File: config.mk
export PLATFORM = sky130hd
export DESIGN_NAME = subtractor_seq
export DESIGN_NICKNAME = d
export VERILOG_FILES = /design/src/rtl/subtractor_seq.sv
export SDC_FILE = /design/constraint.sdc
export NUM_CORES = 1
export LEC_CHECK = 0
export CAP_MARGIN = 15
export CORE_ASPECT_RATIO = 0.6
export CORE_MARGIN = 4
export CORE_UTILIZATION = 53
export DETAILED_ROUTE_END_ITERATION = 7
export PLACE_DENSITY = 0.85
export SETUP_SLACK_MARGIN = 0.4
export SYNTH_ARGS = -nofsm -noshare
export SYNTH_HDL_FRONTEND = slang
export SYNTH_SLANG_ARGS = --single-unit
File: constraint.sdc
create_clock -name clk_i -period 12 [get_ports clk_i]
set_input_delay 1.2 -clock clk_i [delete_from_list [all_inputs] [get_ports clk_i]]
set_output_delay 1.2 -clock clk_i [all_outputs]
set_load 0.03 [all_outputs]
File: src/rtl/subtractor_seq.sv
// Multi-cycle subtractor: diff = a + ~b + 1, one CHUNK_W slice per cycle, LSB first.
// Define SUB_OVERFLOW_EN to register signed overflow; otherwise overflow_o is tied low.
module subtractor_seq #(
  parameter int DATA_W  = 32,
  parameter int CHUNK_W = 8
) (
  input  logic              clk_i,
  input  logic              rst_ni,
  input  logic              valid_i,
  output logic              ready_o,
  input  logic [DATA_W-1:0] a_i,
  input  logic [DATA_W-1:0] b_i,
  output logic              valid_o,
  input  logic              ready_i,
  output logic [DATA_W-1:0] diff_o,
  output logic              borrow_o,
  output logic              overflow_o
);

  localparam int NUM_CHUNKS = DATA_W / CHUNK_W;
  localparam int IDX_W      = (NUM_CHUNKS > 1) ? $clog2(NUM_CHUNKS) : 1;
  localparam logic [IDX_W-1:0] LAST_IDX = IDX_W'(NUM_CHUNKS - 1);

  if (DATA_W % CHUNK_W != 0) begin : g_bad_chunk
    $error("subtractor_seq: DATA_W must be a multiple of CHUNK_W");
  end

  typedef enum logic [1:0] {IDLE, BUSY, DONE} state_t;

  state_t             state, state_nxt;
  logic [IDX_W-1:0]   idx;
  logic               carry;
  logic [DATA_W-1:0]  a_q, b_q, diff_q;
  logic               borrow_q;
  logic [CHUNK_W-1:0] a_sl, b_sl;
  logic [CHUNK_W:0]   sum;
  logic               last;

  function automatic logic [CHUNK_W:0] slice_sub(input logic [CHUNK_W-1:0] x,
                                                 input logic [CHUNK_W-1:0] y,
                                                 input logic              cin);
    return {1'b0, x} + {1'b0, ~y} + {{CHUNK_W{1'b0}}, cin};
  endfunction

  assign a_sl = a_q[idx*CHUNK_W +: CHUNK_W];
  assign b_sl = b_q[idx*CHUNK_W +: CHUNK_W];
  assign sum  = slice_sub(a_sl, b_sl, carry);
  assign last = (idx == LAST_IDX);

  always_ff @(posedge clk_i) begin
    if (!rst_ni) state <= IDLE;
    else         state <= state_nxt;
  end

  always_comb begin
    state_nxt = state;
    case (state)
      IDLE:    if (valid_i) state_nxt = BUSY;
      BUSY:    if (last)    state_nxt = DONE;
      DONE:    if (ready_i) state_nxt = IDLE;
      default: state_nxt = IDLE;
    endcase
  end

  assign ready_o = (state == IDLE);
  assign valid_o = (state == DONE);

  // Operand capture and per-slice ripple; carry flop links consecutive slices.
  always_ff @(posedge clk_i) begin
    if (!rst_ni) begin
      idx      <= '0;
      carry    <= 1'b1;
      diff_q   <= '0;
      borrow_q <= 1'b0;
    end else begin
      case (state)
        IDLE: begin
          if (valid_i) begin
            a_q    <= a_i;
            b_q    <= b_i;
            idx    <= '0;
            carry  <= 1'b1;
            diff_q <= '0;
          end
        end
        BUSY: begin
          diff_q[idx*CHUNK_W +: CHUNK_W] <= sum[CHUNK_W-1:0];
          carry <= sum[CHUNK_W];
          idx   <= last ? '0 : idx + 1'b1;
          if (last) borrow_q <= ~sum[CHUNK_W];
        end
        default: ;
      endcase
    end
  end

  assign diff_o   = diff_q;
  assign borrow_o = borrow_q;

`ifdef SUB_OVERFLOW_EN
  logic ovf_q;

  // The final slice's sum MSB is the result sign bit, available before diff_q updates.
  always_ff @(posedge clk_i) begin
    if (!rst_ni)
      ovf_q <= 1'b0;
    else if (state == BUSY && last)
      ovf_q <= (a_q[DATA_W-1] != b_q[DATA_W-1]) && (sum[CHUNK_W-1] != a_q[DATA_W-1]);
  end

  assign overflow_o = ovf_q;
`else
  assign overflow_o = 1'b0;
`endif

endmodule

==> impl_metrics.csv, run 1 <==
group,metric,value,unit
run_status,outcome,"completed",
global_routing,grt_max_degree,65,
power,p_leak,1.95,nW
global_routing,grt_pass1_wl,15100,um
floorplanning,initial_utilization,55.9,%
timing,finalMaxSlewViolations,0,
detailed_routing,first_iter_violations,285,
power,power_frac_clock,36.8,%
synthesis,yosysMostFrequentCell,"edfxtp_1",
clock_network,h-tree-depth,3,
detailed_routing,wirelength,9280,um
setup_path,r2r_slack,8.69,ns
setup_path,critPathSlowestCell,"clkdlybuf4s50_1",
timing,rsz0062_at_grt,"false",
setup_path,slowest_delay,0.95,ns
clock_network,cts_tree,"built",
synthesis,yosys_warnings,0,
clock_network,clk_pin_slew,0.07,ns
power,p_total,0.797,mW
synthesis,yosysUniqueCellTypes,42,
synthesis,synth_edf_count,64,
clock_network,cts-root-buf,"clkbuf_16",
synthesis,synth_area_leaders,"edfxtp_1 (46%), dfxtp_1 (18%), mux4_2 (8.7%)",
global_routing,grtUsageTotal,21.3,%
placed_design,dp_hpwl,6780,um
cells_and_area,area_delta_synth_final,33.8,%
floorplanning,die_x,122,um
global_routing,grt.overflow.total,0,
synthesis,synth_largest_area_cell,"edfxtp_1",
timing,period_needed,3.33,ns
setup_path,r2r_end,"diff_o[30]$_SDFFE_PN0P_",
power,pwr-share-comb,13.9,%
floorplanning,die_height,76.6,um
setup_path,worstSetupEndpointType,"flip-flop",
synthesis,yosysTopAreaCellShare,46.2,%
synthesis,syn_inst,292,
timing,max_freq,300,MHz
timing,clock_skew,0.00962,ns
timing,maxSlewHeadroom,40.1,%
setup_path,crit_path_start,"rst_ni",
timing,finalHoldWorstSlack,0.474,ns
synthesis,synth.avg_cell_area,14.3,um^2
power,swShare,23.0,%
floorplanning,dieArea,9380,um^2
global_routing,grt_pass1_vias,2931,
floorplanning,core-area,7450,um^2
setup_path,path_cells,"clkdlybuf4s50_1 -> clkinv_1 -> a211oi_1 -> o21ai_0 -> a2bb2oi_1",
synthesis,synth_commonest_cells,"edfxtp_1 (64), dfxtp_1 (38), o21ai_0 (24)",
cells_and_area,num_antenna_cells,0,
clock_network,clk_latency,0.35,ns
timing,fin_crit_sh,27.8,%
timing,report.final.setup_viol,0,
power,p_per_area,143,nW/um^2
hold_path,min_path_type,"flip-flop to flip-flop",
cells_and_area,fin_area,5570,um^2
setup_path,startpoint_type,"input port",
detailed_routing,dr_total_vias,2782,
timing,final-hold-violation-count,0,
detailed_routing,post_drt_via_cell_ratio,5.50,
placed_design,dpl.cell_count,490,
synthesis,ys_seq_elements,102,
placed_design,place.port_buffers,102,
setup_path,arrival,3.56,ns
clock_network,cts_inserted_buffers,9,
global_routing,antenna_found_initial,0,
clock_network,cts.sinks,102,
synthesis,synthFlopType,"edfxtp_1",
setup_path,endpoint,"carry$_SDFFE_PN1P_",
detailed_routing,avgRoutedWirePerCell,18.3,um
setup_path,worstReg2RegStart,"idx[0]$_SDFFE_PN0P_",
setup_path,crit_fanout,21,
synthesis,syn-cell-area,4160,um^2
setup_path,path_class,"input port to flip-flop",
detailed_routing,dr.pass1.iters,5,
flow_run,drv_cap,0,
timing,fin_setup_tns,0,ns
cells_and_area,drive_gt1_share,10.2,%
clock_network,post_cts.repair.setup_buffers,0,
power,power.switching,0.183,mW
power,vdd_drop_max,0.000102,V
detailed_routing,ant_nets,0,
cells_and_area,nFillCells,487,
detailed_routing,drcViolationCount,0,
setup_path,worstRegToRegCells,11,
clock_network,clockBufferDepth,2,
synthesis,seq_area_frac_synth,64.5,%
clock_network,cts.repair.resized,0,
cells_and_area,nets,478,
placed_design,placed_area,5270,um^2
power,p_seq_share,49.3,%
power,internal_power,0.614,mW
timing,tightestPinTransition,0.897,ns
setup_path,critPathRequiredTime,12.22,ns
floorplanning,rows,24,
placed_design,place.gp.congestion,0.891,
clock_network,cts_hold_buf,0,
synthesis,synth_fp_nets,373,
floorplanning,ioPinCount,104,
cells_and_area,instances_no_fill,506,
synthesis,ys_async_sr_fraction,0,%
[cells by family (layout without fill, tap and decap cells)]
| family | Yosys count | after routing | synth area share [%] |
|---|---|---|---|
| xor+xnor | 5 | 5 | 1.05 |
| other cells | 1 | 1 | 0.0901 |
| mux | 16 | 16 | 8.66 |
| simple gates | 71 | 71 | 9.41 |
| compound gates | 59 | 59 | 9.02 |
| buf+inv | 25 | 135 | 3.04 |
| fa+ha+maj | 13 | 13 | 4.27 |
| flops | 102 | 102 | 64.5 |
[worst max-delay path: cells and delay by family]
family	cells	cell delay, ns
buf+inv	2	1.64
compound gates	3	0.71
[worst min path at each step]
stage                                  startpoint                 endpoint  depth (start not counted)  slack (ns)
after floorplan                carry$_SDFFE_PN1P_       carry$_SDFFE_PN1P_                          2        0.49
after global routing      diff_o[27]$_SDFFE_PN0P_  diff_o[27]$_SDFFE_PN0P_                          2        0.49
final                     diff_o[15]$_SDFFE_PN0P_  diff_o[15]$_SDFFE_PN0P_                          2        0.47
after detailed placement  diff_o[15]$_SDFFE_PN0P_  diff_o[15]$_SDFFE_PN0P_                          2        0.46
after CTS                 diff_o[15]$_SDFFE_PN0P_  diff_o[15]$_SDFFE_PN0P_                          2        0.47
after global placement    diff_o[15]$_SDFFE_PN0P_  diff_o[15]$_SDFFE_PN0P_                          2        0.45
[per-stage QoR]
stage	setup slack, ns	util, %
3_3_place_gp	8.49	70.7
3_5_place_dp	8.36	70.7
2_1_floorplan	7.40	-
6_report	8.67	74.8
4_1_cts	8.67	74.8
5_1_grt	8.42	74.8
[sequential cells by signal, indices dropped and copies added (netlist names)]
name and cells:
a_q 32, b_q 32, diff_o 32, idx 2, state 2, borrow_o 1, carry 1
[layout make-up]
cell class / count / area, um^2 / share of cell area, %
sequential: 102 / 2680 / 48.2
tap: 104 / 130 / 2.34
multi-input combinational: 165 / 1360 / 24.4
clock inverter: 2 / 38.8 / 0.697
clock buffer: 14 / 264 / 4.74
inverter: 15 / 56.3 / 1.01
timing repair buffer: 104 / 1040 / 18.6
[cell usage in the layout, fill, tap and decap left out, drive strengths merged, types with 3 or more instances in the layout]
master,instances
a21oi,8
o21ai,24
dfxtp,38
edfxtp,64
nor2,20
xor2,3
clkdlybuf4s50,102
mux4,16
clkbuf,14
inv,15
nand3,14
a22oi,13
nor2b,3
ha,11
nand2,18
a21o,4
nand2b,5
[layer usage]
| layer | vias up | track usage [%] | part of all wire (%) |
|---|---|---|---|
| met2 | 158 | 32.1 | 46 |
| met3 | 11 | 8.38 | 11 |
| met5 | - | 0 | 0 |
| met1 | 1314 | 28.2 | 43 |
| li1 | 1299 | - | - |
| met4 | 0 | 7.04 | 1.2 |
[power groups by stage]
stage | Sequential (mW) | Combinational [mW] | Clock [mW]
after floorplan | 0.403 | 0.0621 | 0
after global placement | 0.400 | 0.107 | 0
after detailed placement | 0.401 | 0.110 | 0
after CTS | 0.393 | 0.111 | 0.296
after global routing | 0.394 | 0.120 | 0.313
final | 0.393 | 0.111 | 0.293
(Power assumes the default switching activity.)
==> run 2, diff against run 1 <==
--- a/config.mk
+++ b/config.mk
@@ -8,9 +8,9 @@
 export CAP_MARGIN = 15
 export CORE_ASPECT_RATIO = 0.6
 export CORE_MARGIN = 4
-export CORE_UTILIZATION = 53
+export CORE_UTILIZATION = 49
 export DETAILED_ROUTE_END_ITERATION = 7
-export PLACE_DENSITY = 0.85
+export PLACE_DENSITY = 0.8
 export SETUP_SLACK_MARGIN = 0.4
 export SYNTH_ARGS = -nofsm -noshare
 export SYNTH_HDL_FRONTEND = slang
==> constraint.sdc (replaced) <==
create_clock -name clk_i -period 3.3 [get_ports clk_i]
set_input_delay 0.33 -clock clk_i [delete_from_list [all_inputs] [get_ports clk_i]]
set_output_delay 0.33 -clock clk_i [all_outputs]
set_load 0.03 [all_outputs]
==> run 2 against run 1 <==
  * Sequential power rose to 3.6 times the previous value
  * Largest power group unchanged
  * Setup slack worse by 8.1 ns
  * First-iteration DRC count shrank 11%
  * Clock skew grew 0.0025 ns
  * Final cell count is 1.8% higher
  * Wire length rose by 2.1%
  * Non-clock buffer count up 5
  * Register-to-register slack got worse by 8.1 ns
  * Core utilization is 5.1 points lower
  * Hold slack worse by 0.0052 ns
  * Total power rose to 3.6 times the previous value
  * Sequential share of layout area down 0.43 points
==> impl_metrics.csv, run 2 (synthesis results as in run 1) <==
group,metric,value,unit
clock_network,cts_inserted_buffers,9,
cells_and_area,num_antenna_cells,0,
detailed_routing,avgRoutedWirePerCell,18.4,um
global_routing,grt.overflow.total,0,
floorplanning,dieArea,10100,um^2
hold_path,min_path_type,"flip-flop to flip-flop",
global_routing,antenna_found_initial,0,
timing,finalMaxSlewViolations,0,
setup_path,path_class,"flip-flop to flip-flop",
timing,tightestPinTransition,0.584,ns
power,power_frac_clock,35.7,%
detailed_routing,ant_nets,0,
timing,max_freq,367,MHz
power,p_per_area,513,nW/um^2
placed_design,place.port_buffers,102,
placed_design,placed_area,5320,um^2
timing,worst_slack,0.574,ns
floorplanning,die_height,79.4,um
run_status,outcome,"completed",
clock_network,cts_tree,"built",
clock_network,cts_hold_buf,0,
setup_path,r2r_slack,0.57,ns
timing,rsz0062_at_grt,"false",
floorplanning,ioPinCount,104,
power,pwr-share-comb,14.7,%
detailed_routing,first_iter_violations,255,
cells_and_area,final_common_cell,"clkdlybuf4s50_1",
clock_network,clk_latency,0.34,ns
timing,fin_setup_tns,0,ns
detailed_routing,drcViolationCount,0,
setup_path,crit_fanout,8,
detailed_routing,post_drt_via_cell_ratio,5.52,
timing,clock_skew,0.0121,ns
global_routing,grtUsageTotal,20.0,%
global_routing,grt_pass1_wl,15300,um
clock_network,cts-root-buf,"clkbuf_16",
placed_design,post-place-ws,0.405,ns
cells_and_area,final_util,69.7,%
flow_run,drv_cap,0,
cells_and_area,area_delta_synth_final,35.1,%
timing,period_needed,2.73,ns
cells_and_area,drive_gt1_share,12.5,%
floorplanning,die_x,127,um
setup_path,arrival,2.94,ns
clock_network,h-tree-depth,3,
setup_path,worstSetupEndpointType,"flip-flop",
power,swShare,23.6,%
power,internal_power,2.20,mW
floorplanning,initial_utilization,51.6,%
timing,report.final.setup_viol,0,
cells_and_area,fin_area,5620,um^2
clock_network,clockBufferDepth,2,
timing,finalHoldWorstSlack,0.469,ns
setup_path,critPathRequiredTime,3.52,ns
global_routing,grt_pass1_vias,2925,
power,p_leak,1.97,nW
detailed_routing,dr_total_vias,2843,
cells_and_area,final_cell_mix,"clkdlybuf4s50_1 (102), edfxtp_1 (64), dfxtp_1 (36)",
placed_design,place.gp.congestion,0.983,
floorplanning,core-area,8070,um^2
detailed_routing,wirelength,9470,um
floorplanning,rows,25,
power,power.switching,0.681,mW
global_routing,grt_max_degree,44,
clock_network,clk_pin_slew,0.07,ns
clock_network,cts.sinks,102,
cells_and_area,nets,483,
timing,final-hold-violation-count,0,
timing,maxSlewHeadroom,60.9,%
detailed_routing,dr.pass1.iters,4,
cells_and_area,nFillCells,592,
power,p_seq_share,49.5,%
setup_path,startpoint_type,"flip-flop",
power,vdd_drop_max,0.000275,V
timing,fin_crit_sh,82.6,%
placed_design,dp_hpwl,7170,um
[run 2: changes by cell type in the layout (fill, tap and decap cells not counted), sizes merged]
cell      delta
clkbuf       -3
clkinv       +2
buf          +5
clkinvlp     +1
[run 2: power by group through the flow]
stage	sequential (mW)	clock [mW]	combinational [mW]
global route	1.43	1.11	0.458
floorplan	1.46	0	0.226
CTS	1.43	1.05	0.419
detailed placement	1.46	0	0.416
finish	1.43	1.03	0.425
global placement	1.45	0	0.412
[run 2: final cells by class]
| class | instances | area (um^2) | share of cell area [%] |
|---|---|---|---|
| inverter | 15 | 56.3 | 1.00 |
| clock buffer | 11 | 233 | 4.14 |
| multi-input combinational | 165 | 1370 | 24.3 |
| tap | 108 | 135 | 2.40 |
| clock inverter | 5 | 57.6 | 1.02 |
| sequential | 102 | 2690 | 47.8 |
| timing repair buffer | 109 | 1090 | 19.4 |
[run 2: layer usage]
metal / up-vias / GRT usage, % / share of wire [%]
met5: - / 0 / 0
met4: 0 / 5.46 / 0.95
met3: 9 / 6.35 / 8.1
met2: 120 / 30.5 / 45
met1: 1402 / 27.9 / 46
li1: 1312 / - / -
[run 2: final timing paths]
path	from	to	cells after the start
max	idx[0]$_SDFFE_PN0P_	diff_o[22]$_SDFFE_PN0P_	10
min	diff_o[11]$_SDFFE_PN0P_	diff_o[11]$_SDFFE_PN0P_	2
max reg2reg	idx[0]$_SDFFE_PN0P_	diff_o[22]$_SDFFE_PN0P_	10
min reg2reg	diff_o[11]$_SDFFE_PN0P_	diff_o[11]$_SDFFE_PN0P_	2
[run 2: metrics by stage]
stage | total power [mW] | std cells
floorplan | 1.69 | 292
global placement | 1.87 | 499
detailed placement | 1.87 | 499
CTS | 2.90 | 515
global route | 3.00 | 515
finish | 2.88 | 515
[run 2: timing repair]
action / 4_1_cts / 5_1_grt
gates cloned: 0 / 0
endpoints found under the setup margin: 1 / 6
setup buffers: 0 / 0
gates resized for setup: 1 / 6
pin swaps: 0 / 1
[run 2: critical path, cell delays in order (launching register included)]
cell	delay [ns]
dfxtp_2	0.37
buf_6	0.17
mux4_2	0.54
fa_1	0.40
inv_1	0.09
fa_2	0.23
a21oi_2	0.07
o21ai_0	0.17
a21oi_1	0.11
xor2_1	0.30
o21ai_1	0.13
==> run 3, diff against run 2 <==
==> constraint.sdc (replaced) <==
create_clock -name clk_i -period 2.55 [get_ports clk_i]
set_input_delay 0.255 -clock clk_i [delete_from_list [all_inputs] [get_ports clk_i]]
set_output_delay 0.255 -clock clk_i [all_outputs]
set_load 0.03 [all_outputs]
==> run 3 against run 2 <==
  * The run now ends with negative setup slack left
  * Non-clock buffer count rose by 21
  * Clock skew fell by 0.0080 ns
  * Sequential cell count did not move
  * Count of clock-buffer cells in the layout fell by 1
  * Setup slack got worse by 0.58 ns
  * Total power rose by 40%
  * Sequential power rose by 29%
  * Via count rose by 2.9%
  * First-iteration DRC count fell by 5.5%
  * Critical endpoint unchanged
  * Largest cell class unchanged
  * Largest power group unchanged
==> impl_metrics.csv, run 3 (synthesis results as in run 1) <==
group,metric,value,unit
setup_path,worstSetupEndpointType,"flip-flop",
detailed_routing,avgRoutedWirePerCell,19.4,um
clock_network,cts_tree,"built",
cells_and_area,area_delta_synth_final,46.2,%
cells_and_area,nets,504,
timing,rsz0062_at_grt,"true",
setup_path,arrival,2.79,ns
clock_network,clk_latency,0.35,ns
detailed_routing,wirelength,10400,um
cells_and_area,final_common_cell,"clkdlybuf4s50_1",
cells_and_area,nFillCells,503,
floorplanning,core-area,8070,um^2
clock_network,h-tree-depth,3,
power,vdd_drop_max,0.000419,V
floorplanning,dieArea,10100,um^2
timing,finalMaxSlewViolations,0,
placed_design,dpl.cell_count,509,
global_routing,antenna_found_initial,0,
setup_path,critPathRequiredTime,2.78,ns
detailed_routing,post_drt_via_cell_ratio,5.46,
detailed_routing,ant_nets,0,
clock_network,clk_pin_slew,0.07,ns
detailed_routing,dr.pass1.iters,5,
cells_and_area,final_util,75.4,%
floorplanning,ioPinCount,104,
placed_design,place.gp.congestion,0.867,
timing,period_needed,2.56,ns
timing,max_freq,390,MHz
placed_design,dp_hpwl,7340,um
power,p_per_area,665,nW/um^2
timing,fin_crit_sh,100,%
timing,fin_setup_tns,-0.0305,ns
global_routing,grt_pass1_vias,3142,
cells_and_area,drive_gt1_share,24.1,%
cells_and_area,num_antenna_cells,0,
clock_network,cts-root-buf,"clkbuf_16",
clock_network,cts.sinks,102,
run_status,outcome,"finished, violations left",
cells_and_area,final_cell_mix,"clkdlybuf4s50_1 (102), edfxtp_1 (64), dfxtp_1 (36)",
clock_network,cts_inserted_buffers,9,
detailed_routing,drcViolationCount,0,
power,p_total,4.04,mW
power,p_leak,2.13,nW
run_status,violations,"negative setup slack",
timing,report.final.setup_viol,3,
cells_and_area,instances_no_fill,536,
placed_design,place.port_buffers,102,
setup_path,path_class,"flip-flop to flip-flop",
clock_network,clockBufferDepth,2,
detailed_routing,dr_total_vias,2925,
global_routing,grtUsageTotal,21.7,%
timing,finalHoldWorstSlack,0.459,ns
detailed_routing,first_iter_violations,241,
flow_run,drv_cap,0,
floorplanning,die_x,127,um
global_routing,grt.overflow.total,0,
global_routing,grt_pass1_wl,16600,um
setup_path,startpoint_type,"flip-flop",
global_routing,grt_max_degree,38,
timing,clock_skew,0.00414,ns
timing,worst_slack,-0.0109,ns
floorplanning,die_height,79.4,um
floorplanning,rows,25,
timing,final-hold-violation-count,0,
setup_path,crit_fanout,5,
hold_path,min_path_type,"input port to flip-flop",
floorplanning,initial_utilization,51.6,%
-- run 3: changes by cell type in the layout (fill, tap and decap cells not counted), sizes merged --
cell,delta
inv,-1
bufinv,+1
clkinv,-1
buf,+21
clkinvlp,+2
clkbuf,-1
-- run 3: critical path: stages (launching register included) --
cell	delay, ns
dfxtp_4	0.39
mux4_2	0.52
inv_2	0.08
fa_2	0.21
inv_2	0.04
fa_2	0.38
a21oi_2	0.20
o21ai_2	0.07
a21oi_2	0.22
xor2_2	0.23
o21ai_1	0.10
-- run 3: metrics by stage --
stage / area (um^2) / worst slack, ns
finish: 6080 / -0.0109
global route: 6080 / -0.108
CTS: 6040 / 0.0419
detailed placement: 5450 / -0.0525
global placement: 5450 / 0.0487
floorplan: 4200 / 0.0509
-- run 3: metal layers --
metal | share of wire, % | GRT usage (%) | vias up
met2 | 47 | 34.8 | 130
met3 | 7.8 | 6.75 | 16
met4 | 1.4 | 7.28 | 0
met1 | 43 | 28.4 | 1431
li1 | - | - | 1348
met5 | 0 | 0 | -
-- run 3: where the power goes --
part	total [mW]	leakage [nW]	switching [mW]	internal, mW
Combinational	0.752	1.08	0.369	0.383
Sequential	1.85	0.902	0.0277	1.82
Clock	1.44	0.142	0.587	0.856
Total	4.04	2.13	0.983	3.06
-- run 3: cell type report --
| class | instances | area [um^2] | area share (%) |
|---|---|---|---|
| flip-flops and latches | 102 | 2690 | 44.2 |
| clock buffers | 10 | 229 | 3.76 |
| multi-input cells | 165 | 1580 | 26.0 |
| inverters | 15 | 56.3 | 0.926 |
| well taps | 108 | 135 | 2.22 |
| clock inverters | 6 | 86.3 | 1.42 |
| repair buffers | 130 | 1310 | 21.5 |
-- run 3: path summary, 6_finish.rpt --
path / to / slack, ns / cells after the start / from
hold reg to reg: diff_o[11]$_SDFFE_PN0P_ / 0.46 / 2 / diff_o[11]$_SDFFE_PN0P_
hold / removal: a_q[23]$_DFFE_PP_ / 0.46 / 1 / a_i[23]
setup / recovery: diff_o[22]$_SDFFE_PN0P_ / -0.01 / 10 / idx[0]$_SDFFE_PN0P_
setup reg to reg: diff_o[22]$_SDFFE_PN0P_ / -0.01 / 10 / idx[0]$_SDFFE_PN0P_
-- run 3: repair_timing --
action | 4_1_cts | 5_1_grt
setup endpoints to repair | 30 | 32
endpoints found under the hold margin | 0 | 0
hold buffers | 0 | 0
gates resized for setup | 43 | 12
pin swaps | 23 | 20
buffers inserted | 9 | 2
